--- src/rtl/game_pkg.sv ---
// Shared constants for the counting-game input path.
// Latency: n/a (declarations only).
// Backpressure: n/a (no flow control).
//
// Holds the button-FSM state encoding and the default debounce / long-press
// durations (50 MHz system clock) used by game_input_cond and btn_debounce.
package game_pkg;

    // Button FSM state encoding, shared so the game FSM and debug tooling
    // can decode the debounce state if it is ever exported.
    localparam logic [1:0] RELEASED     = 2'd0;
    localparam logic [1:0] PRESS_WAIT   = 2'd1;
    localparam logic [1:0] PRESSED      = 2'd2;
    localparam logic [1:0] RELEASE_WAIT = 2'd3;

    // 20 ms debounce window and 2 s long press at 50 MHz.
    localparam int DEB_CYCLES_DEF  = 1000000;
    localparam int LONG_CYCLES_DEF = 100000000;

endpackage

--- src/rtl/btn_debounce.sv ---
// Single push-button conditioner: 2-flop sync, debounce FSM, one-cycle press pulse.
// Latency: press_pulse appears DEB_CYCLES+2 cycles after the raw level settles.
// Backpressure: none; pulses are fire-and-forget.
//
// Ports:
//   clk, rst (sync, active-low) | btn_raw: asynchronous active-high button
//   press_pulse: one cycle per accepted press | long_pulse: once per long hold
// Optional: GAME_INPUT_LONGPRESS_EN builds the long-hold counter when LONG_EN=1;
// otherwise long_pulse is a constant 0.
module btn_debounce
    import game_pkg::*;
#(
    parameter int DEB_CYCLES  = DEB_CYCLES_DEF,
    parameter int LONG_CYCLES = LONG_CYCLES_DEF,
    parameter bit LONG_EN     = 1'b0
) (
    input  logic clk,
    input  logic rst,
    input  logic btn_raw,
    output logic press_pulse,
    output logic long_pulse
);

    localparam int CW = $clog2(DEB_CYCLES);
    localparam logic [CW-1:0] CNT_MAX = CW'(DEB_CYCLES - 1);

    logic          sync_meta;
    logic          sync_btn;
    logic [1:0]    state;
    logic [CW-1:0] cnt;

    // Keeps the long-press configuration referenced in every build flavour.
    logic long_cfg_unused;
    assign long_cfg_unused = LONG_EN ^ (LONG_CYCLES > 1);

    always_ff @(posedge clk) begin
        if (!rst) begin
            sync_meta   <= 1'b0;
            sync_btn    <= 1'b0;
            state       <= RELEASED;
            cnt         <= '0;
            press_pulse <= 1'b0;
        end else begin
            sync_meta   <= btn_raw;
            sync_btn    <= sync_meta;
            press_pulse <= 1'b0;
            case (state)
                RELEASED: begin
                    if (sync_btn) begin
                        state <= PRESS_WAIT;
                        cnt   <= '0;
                    end
                end
                PRESS_WAIT: begin
                    // A bounce back to 0 abandons the press attempt.
                    if (!sync_btn) begin
                        state <= RELEASED;
                    end else if (cnt == CNT_MAX) begin
                        state       <= PRESSED;
                        press_pulse <= 1'b1;
                    end else begin
                        cnt <= cnt + 1'b1;
                    end
                end
                PRESSED: begin
                    if (!sync_btn) begin
                        state <= RELEASE_WAIT;
                        cnt   <= '0;
                    end
                end
                RELEASE_WAIT: begin
                    // Returning to PRESSED on a bounce means no second pulse.
                    if (sync_btn) begin
                        state <= PRESSED;
                    end else if (cnt == CNT_MAX) begin
                        state <= RELEASED;
                    end else begin
                        cnt <= cnt + 1'b1;
                    end
                end
                default: state <= RELEASED;
            endcase
        end
    end

`ifdef GAME_INPUT_LONGPRESS_EN
    if (LONG_EN) begin : g_long
        localparam int LW = $clog2(LONG_CYCLES);
        localparam logic [LW-1:0] LONG_MAX = LW'(LONG_CYCLES - 1);

        logic [LW-1:0] long_cnt;
        logic          long_done;

        // Counts only while PRESSED; holds through release bounces and only
        // re-arms once the button is fully released.
        always_ff @(posedge clk) begin
            if (!rst) begin
                long_cnt   <= '0;
                long_done  <= 1'b0;
                long_pulse <= 1'b0;
            end else begin
                long_pulse <= 1'b0;
                if (state == PRESSED) begin
                    if (long_cnt == LONG_MAX) begin
                        if (!long_done) begin
                            long_pulse <= 1'b1;
                            long_done  <= 1'b1;
                        end
                    end else begin
                        long_cnt <= long_cnt + 1'b1;
                    end
                end else if (state == RELEASED || state == PRESS_WAIT) begin
                    long_cnt  <= '0;
                    long_done <= 1'b0;
                end
            end
        end
    end else begin : g_no_long
        assign long_pulse = 1'b0;
    end
`else
    assign long_pulse = 1'b0;
`endif

endmodule

--- src/rtl/game_input_cond.sv ---
// Counting-game input conditioner: clean press pulses and a debounced switch word.
// Latency: DEB_CYCLES+2 cycles from a settled raw level to pulse / sw_stable update.
// Backpressure: none; all outputs are registered one-shot pulses or levels.
//
// Ports:
//   clk, rst (sync, active-low)
//   btn_start_raw, btn_restart_raw, sw_raw[7:0]: asynchronous raw inputs
//   start_pulse, restart_pulse: one cycle per accepted press
//   sw_stable[7:0], sw_changed: debounced switch word and its update strobe
//   power_off_pulse: sw_stable[7] fell 1->0 | long_restart_pulse: long hold
// Optional: GAME_INPUT_LONGPRESS_EN enables long_restart_pulse (else tied 0).
module game_input_cond
    import game_pkg::*;
#(
    parameter int DEB_CYCLES  = DEB_CYCLES_DEF,
    parameter int LONG_CYCLES = LONG_CYCLES_DEF
) (
    input  logic       clk,
    input  logic       rst,
    input  logic       btn_start_raw,
    input  logic       btn_restart_raw,
    input  logic [7:0] sw_raw,
    output logic       start_pulse,
    output logic       restart_pulse,
    output logic [7:0] sw_stable,
    output logic       sw_changed,
    output logic       power_off_pulse,
    output logic       long_restart_pulse
);

    localparam int CW = $clog2(DEB_CYCLES);
    localparam logic [CW-1:0] CNT_MAX = CW'(DEB_CYCLES - 1);

    logic start_long_unused;

    btn_debounce #(
        .DEB_CYCLES (DEB_CYCLES),
        .LONG_CYCLES(LONG_CYCLES),
        .LONG_EN    (1'b0)
    ) u_start (
        .clk        (clk),
        .rst        (rst),
        .btn_raw    (btn_start_raw),
        .press_pulse(start_pulse),
        .long_pulse (start_long_unused)
    );

    btn_debounce #(
        .DEB_CYCLES (DEB_CYCLES),
        .LONG_CYCLES(LONG_CYCLES),
        .LONG_EN    (1'b1)
    ) u_restart (
        .clk        (clk),
        .rst        (rst),
        .btn_raw    (btn_restart_raw),
        .press_pulse(restart_pulse),
        .long_pulse (long_restart_pulse)
    );

    // The switch bank is debounced as one word: any bit moving restarts the
    // window, so a multi-bit change is only accepted once every bit settles.
    logic [7:0]    sw_meta;
    logic [7:0]    sw_sync;
    logic [7:0]    sw_prev;
    logic [CW-1:0] sw_cnt;

    always_ff @(posedge clk) begin
        if (!rst) begin
            sw_meta         <= '0;
            sw_sync         <= '0;
            sw_prev         <= '0;
            sw_cnt          <= '0;
            sw_stable       <= '0;
            sw_changed      <= 1'b0;
            power_off_pulse <= 1'b0;
        end else begin
            sw_meta         <= sw_raw;
            sw_sync         <= sw_meta;
            sw_prev         <= sw_sync;
            sw_changed      <= 1'b0;
            power_off_pulse <= 1'b0;
            if (sw_sync == sw_stable) begin
                sw_cnt <= '0;
            end else if (sw_sync != sw_prev) begin
                sw_cnt <= '0;
            end else if (sw_cnt == CNT_MAX) begin
                sw_stable       <= sw_sync;
                sw_changed      <= 1'b1;
                power_off_pulse <= sw_stable[7] & ~sw_sync[7];
            end else begin
                sw_cnt <= sw_cnt + 1'b1;
            end
        end
    end

endmodule
--- config.mk ---
export PLATFORM = sky130hd
export DESIGN_NAME = game_input_cond
export DESIGN_NICKNAME = d
export VERILOG_FILES = /design/src/rtl/game_pkg.sv /design/src/rtl/btn_debounce.sv /design/src/rtl/game_input_cond.sv
export SDC_FILE = /design/constraint.sdc
export NUM_CORES = 1
export LEC_CHECK = 0
export BUFFER_PORTS_ARGS = -buffer_cell sky130_fd_sc_hd__buf_2
export CAP_MARGIN = 20
export CORE_MARGIN = 3
export CORE_UTILIZATION = 53
export DETAILED_ROUTE_END_ITERATION = 8
export PLACE_DENSITY = 0.75
export SETUP_SLACK_MARGIN = 0.5
export SLEW_MARGIN = 20
export SYNTH_ARGS = -nofsm -noshare
export SYNTH_HDL_FRONTEND = slang
export SYNTH_HIERARCHICAL = 1
export SYNTH_SLANG_ARGS = --single-unit
--- constraint.sdc ---
create_clock -name clk -period 2.6 [get_ports clk]
set_input_delay 0.52 -clock clk [delete_from_list [all_inputs] [get_ports clk]]
set_output_delay 0.52 -clock clk [all_outputs]
set_load 0.02 [all_outputs]
==> metrics.txt, run 1 <==
status=complete, no violations; clk buf depth=2; antenna violations before repair=0; Worst EP required=2.91 ns; Root Driver=clkbuf_8; CP Cell Sequence=ha_2 -> nand3_2 -> or2_4 -> or3_4 -> nor3b_4 -> buf_6 -> mux2i_1; std cell rows=33; Tcrit/Tclk final=77.9%; Area growth syn-to-layout=11.0%; FF-to-FF path depth=7; post-route setup slack=0.574 ns; Initial DRC Count=132; hold_sp=sw_raw[5]; vias after detailed routing=3712; placer congestion estimate=0.802; core area=0.00838 sq mm; Inserted Clock Buffers=9; clk_lat worst skew=0.38 ns; RSZ-0062 raised after global routing=no; Hold WS=0.334 ns; Initial Utilization=55.4%; crit-path leading delay family=simple AND/OR/NAND/NOR gates; f_max=0.493 GHz; Sum Neg Setup Slack=0 ns; share of layout cells above drive strength 1=14.4%; RR Startpoint=sw_cnt[0]$_SDFFE_PP0P_; Reg2Reg Setup Slack=0.57 ns; CP arrival=2.34 ns; final wirelength=8890 um; Pre-antenna DRT Iters=4; Leak=0.00175 uW; CP max-delay cell=dfxtp_4; Post-DRT Antenna Nets=0; die width=99.6 um; Place WS=0.379 ns; Antenna Cells=0; crit path kind=reg -> reg; HPWL Detailed=5930 um; final number of setup-violating endpoints=0; Slew HR=49.4%; Min-Delay Endpoint=sw_meta[5]$_SDFF_PN0_; Crit path largest cell delay=0.38 ns; clk_skew=0.0136 ns; reg2reg end=sw_stable[1]$_SDFFE_PN0P_; Hold Path Depth=2; average size of a mapped cell=8.95 sq um; H-tree Lvls=3; Worst setup EP type=flip-flop; gr ovfl total=0; NumNets Final=559; CP bufs+invs=1; minimum clock period=2.03 ns; vias in the first global route=3379; synthesized cell area=0.00464 sq mm; total of max-cap violations=0; IO Port Bufs=23; WP depth=7; Ports=25; drt wl/cell=13.6 um; Worst-path clk slew=0.12 ns; CP max FO=9; Die Y=99.6 um; HP Class=in -> reg; Global Route Usage Sum=18.7%; vias per inst=5.68; Pwr Total=2820 uW; Slew Limit Fails=0; CP startpoint kind=flip-flop; # clock sinks=104; die footprint=0.00992 sq mm; # DRC=0; Mapped Nets=535; CTS tree=built; Hold Buf Count CTS=0; pin count of the biggest net entering global routing=39; pwr/cell area=547 mW/mm^2; first-pass GRT wire length=15400 um; Least-Margin Pin Slew=0.753 ns; yosys warns=6; Post-Synthesis Cells=519; Max IR drop VDD=0.000408 V; Final Hold Vio Count=0
## worst reg2reg max path, delay by kind of cell (launching register included)
family	cells	cell delay [ns]
adders and majority gates	1	0.22
muxes	1	0.20
and+or+nand+nor	4	0.98
buffers and inverters	1	0.18
DFF	1	0.38
## cell usage in the layout (no fill, tap or decap), types with 12 or more instances in the layout
master   count
dfxtp_1    101
nand2_1     51
nor2_1      37
xnor2_1     29
a21oi_1     29
inv_1       23
buf_2       23
and2_1      22
nand3_1     22
nand4_1     21
o21ai_0     16
or4_1       12
## area by class of cell
class / count / area (sq um)
fillers: 725 / 3230
multi-input cells: 370 / 2420
flip-flops and latches: 104 / 2090
repair buffers: 35 / 209
well taps: 105 / 131
clock buffers: 9 / 124
clock inverters: 7 / 97.6
inverters: 23 / 86.3
## metrics by stage
stage / util [%] / cell area [sq um] / std cells
6_report: 61.5 / 5160 / 653
5_1_grt: 61.5 / 5160 / 653
4_1_cts: 60.5 / 5070 / 648
3_5_place_dp: 57.4 / 4810 / 632
3_3_place_gp: 57.4 / 4810 / 632
2_1_floorplan: - / 4640 / 519
## per-layer routing
metal	share of wire, %	vias to the layer above	GRT usage [%]
li1	-	1893	-
met1	47	1741	24.9
met4	0.81	0	5.57
met2	49	71	30.3
met5	0	-	0
met3	3.5	7	4.35
## worst max path at each step
stage / from / end
final: sw_cnt[0]$_SDFFE_PP0P_ / sw_stable[1]$_SDFFE_PN0P_
after global routing: sw_cnt[11]$_SDFFE_PP0P_ / sw_stable[2]$_SDFFE_PN0P_
after CTS: u_restart/cnt[11]$_SDFFE_PN0P_ / u_restart/cnt[19]$_SDFFE_PN0P_
after detailed placement: sw_cnt[0]$_SDFFE_PP0P_ / sw_stable[1]$_SDFFE_PN0P_
after global placement: sw_cnt[0]$_SDFFE_PP0P_ / sw_stable[2]$_SDFFE_PN0P_
after floorplan: sw_cnt[0]$_SDFFE_PP0P_ / sw_stable[1]$_SDFFE_PN0P_
## state kept, by name (all words and copies together) (netlist names), named ones only
name                   flops
sw_stable                  8
u_restart/sync_meta        1
u_restart/state            1
sw_meta                    8
u_restart/sync_btn         1
sw_cnt                    20
sw_sync                    8
u_start/press_pulse        1
u_start/state              1
u_start/sync_meta          1
u_start/cnt               20
sw_changed                 1
power_off_pulse            1
u_start/sync_btn           1
u_restart/cnt             20
u_restart/press_pulse      1
sw_prev                    8
## power by group
part           leakage [uW]  total [uW]  internal [uW]  switching (uW)
sequential         0.000845        1640           1620            19.4
combinational      0.000798         115           49.8            65.5
clock              0.000111        1070            408             660
total               0.00175        2820           2080             745
## repair_timing
item | in CTS | in global routing
buffers inserted | 0 | 5
endpoints found under the setup margin | 33 | 40
endpoints found under the hold margin | 0 | 0
gates resized for setup | 7 | 10
pin swaps | 0 | 6
Power figures use the tool's default switching activity.
==> run 2: changes to the inputs <==
Clock period 2.6 ns to 2.06 ns, I/O delays scaled along.
==> metrics.txt, run 2 (synthesized netlist as in run 1, its figures left out) <==
CP arrival=2.31 ns (-0.03 ns); Global Route Usage Sum=22.5% (+3.9 points); largest registers=sw_cnt: 20 flops, u_restart/cnt: 20 flops, u_start/cnt: 20 flops; CP max-delay cell=dfxtp_1; Area growth syn-to-layout=39.9%; # DRC=0 (unchanged); clk_lat worst skew=0.38 ns (about the same); Post-DRT Antenna Nets=0 (unchanged); crit path kind=reg -> reg; Worst-path clk slew=0.11 ns (about the same); Ports=25 (unchanged); status=complete, no violations; Worst EP required=2.37 ns (-0.54 ns); pwr/cell area=557 mW/mm^2 (+1.9%); CTS tree=built; Max IR drop VDD=0.000462 V (+13%); FF-to-FF path depth=6 (-1); clk_skew=0.00930 ns (-0.00426 ns); Inserted Clock Buffers=9 (unchanged); gr ovfl total=0 (unchanged); Met1 Wirelength=5290 um (+27%); minimum clock period=2.00 ns (-0.0242 ns); vias per inst=6.31 (+11%); Tcrit/Tclk final=97.2% (+19 points); vias in the first global route=3954 (+17%); vias after detailed routing=4534 (+22%); first-pass GRT wire length=18300 um (+19%); Crit path largest cell delay=0.41 ns (+0.03 ns); Leak=0.00229 uW (+30%); metal2 WL=6950 um (+60%); drt wl/cell=19.5 um (+44%); Final Hold Vio Count=0 (unchanged); # clock sinks=104 (unchanged); Worst setup EP type=flip-flop; most frequent cells in the layout=dfxtp_1, nand2_1, buf_4, dfxtp_2; CP Cell Sequence=nor4b_4 -> nand4_1 -> or3_4 -> nor3b_4 -> buf_6 -> mux2i_1; Die Y=99.6 um (unchanged); final number of setup-violating endpoints=0 (unchanged); placer congestion estimate=0.829 (+3.3%); crit-path leading delay family=simple AND/OR/NAND/NOR gates; Root Driver=clkbuf_8; std cell rows=33 (unchanged); Reg2Reg Setup Slack=0.06 ns (-0.52 ns); Pwr Total=3620 uW (+28%); Sum Neg Setup Slack=0 ns (unchanged); die width=99.6 um (unchanged); clk buf depth=2 (unchanged); total of max-cap violations=0 (unchanged); H-tree Lvls=3 (unchanged); pin count of the biggest net entering global routing=41 (+5.1%); Antenna Cells=0 (unchanged); HPWL Detailed=6090 um (+2.7%); Hold Path Depth=2 (unchanged); core area=0.00838 sq mm (unchanged); share of layout cells above drive strength 1=42.2% (+28 points); Max Used Layer=met4; Initial Utilization=55.4% (unchanged); IO Port Bufs=23 (unchanged); final core utilization=77.5% (+16 points); commonest non-fill, non-tap cell in the layout=dfxtp_1; RSZ-0062 raised after global routing=yes; Slew Limit Fails=0 (unchanged); CP max FO=8 (-1); Initial DRC Count=322 (+140%); NumNets Final=625 (+12%); Pre-antenna DRT Iters=5 (+1); HP Class=in -> reg; CP startpoint kind=flip-flop; f_max=0.499 GHz (+1.2%); die footprint=0.00992 sq mm (unchanged); antenna violations before repair=0 (unchanged); Slew HR=65.1% (+16 points); final wirelength=14000 um (+58%); Hold WS=0.223 ns (-0.111 ns); CP bufs+invs=1 (unchanged); WP depth=6 (-1); Least-Margin Pin Slew=0.522 ns (-0.231 ns); met3 WL=1260 um (+310%)
run 2: cell count changes in the layout (fill, tap and decap cells not counted), moves of 13 or more:
cell     delta
dfxtp_1    -32
buf_4      +31
dfxtp_2    +25
buf_6      +23
o21ai_0    -14
nor2_1     -13
run 2: final timing paths:
kind,start,endpoint
hold / removal,sw_raw[4],sw_meta[4]$_SDFF_PN0_
setup reg to reg,sw_cnt[11]$_SDFFE_PP0P_,sw_stable[7]$_SDFFE_PN0P_
hold reg to reg,sw_meta[4]$_SDFF_PN0_,sw_sync[4]$_SDFF_PN0_
setup / recovery,sw_cnt[11]$_SDFFE_PP0P_,sw_stable[7]$_SDFFE_PN0P_
run 2: metal layers:
layer	up-vias	GRT usage, %
met3	79	4.35
met5	-	0
met4	0	7.67
met1	2116	28.2
met2	279	38.9
li1	2060	-
run 2: through the flow:
stage,worst slack [ns],cell area (sq um),instances
6_report,0.0578,6500,719
5_1_grt,0.00406,6500,719
4_1_cts,0.236,5850,691
3_5_place_dp,0.157,4960,635
3_3_place_gp,0.186,4960,635
2_1_floorplan,0.114,4810,519
run 2: power breakdown:
part	leakage (uW)	total (uW)	switching (uW)	internal (uW)
registers	0.000863	2070	29.2	2040
clock network	0.000104	1310	825	487
logic	0.00132	245	129	115
run 2: cell type report:
cell class                 instances  area [sq um]
clock buffer                       9           124
sequential                       104          2150
inverter                          23          86.3
timing repair buffer              93           791
multi-input combinational        378          3130
tap                              105           131
clock inverter                     7          86.3
fill                             493          1880
run 2: timing repair:
| action | in CTS | in global routing |
|---|---|---|
| pin swaps | 50 | 61 |
| hold buffers | 0 | 0 |
| cloned | 6 | 5 |
| setup buffers | 34 | 23 |
| gates resized for setup | 77 | 92 |
| setup endpoints to repair | 69 | 76 |
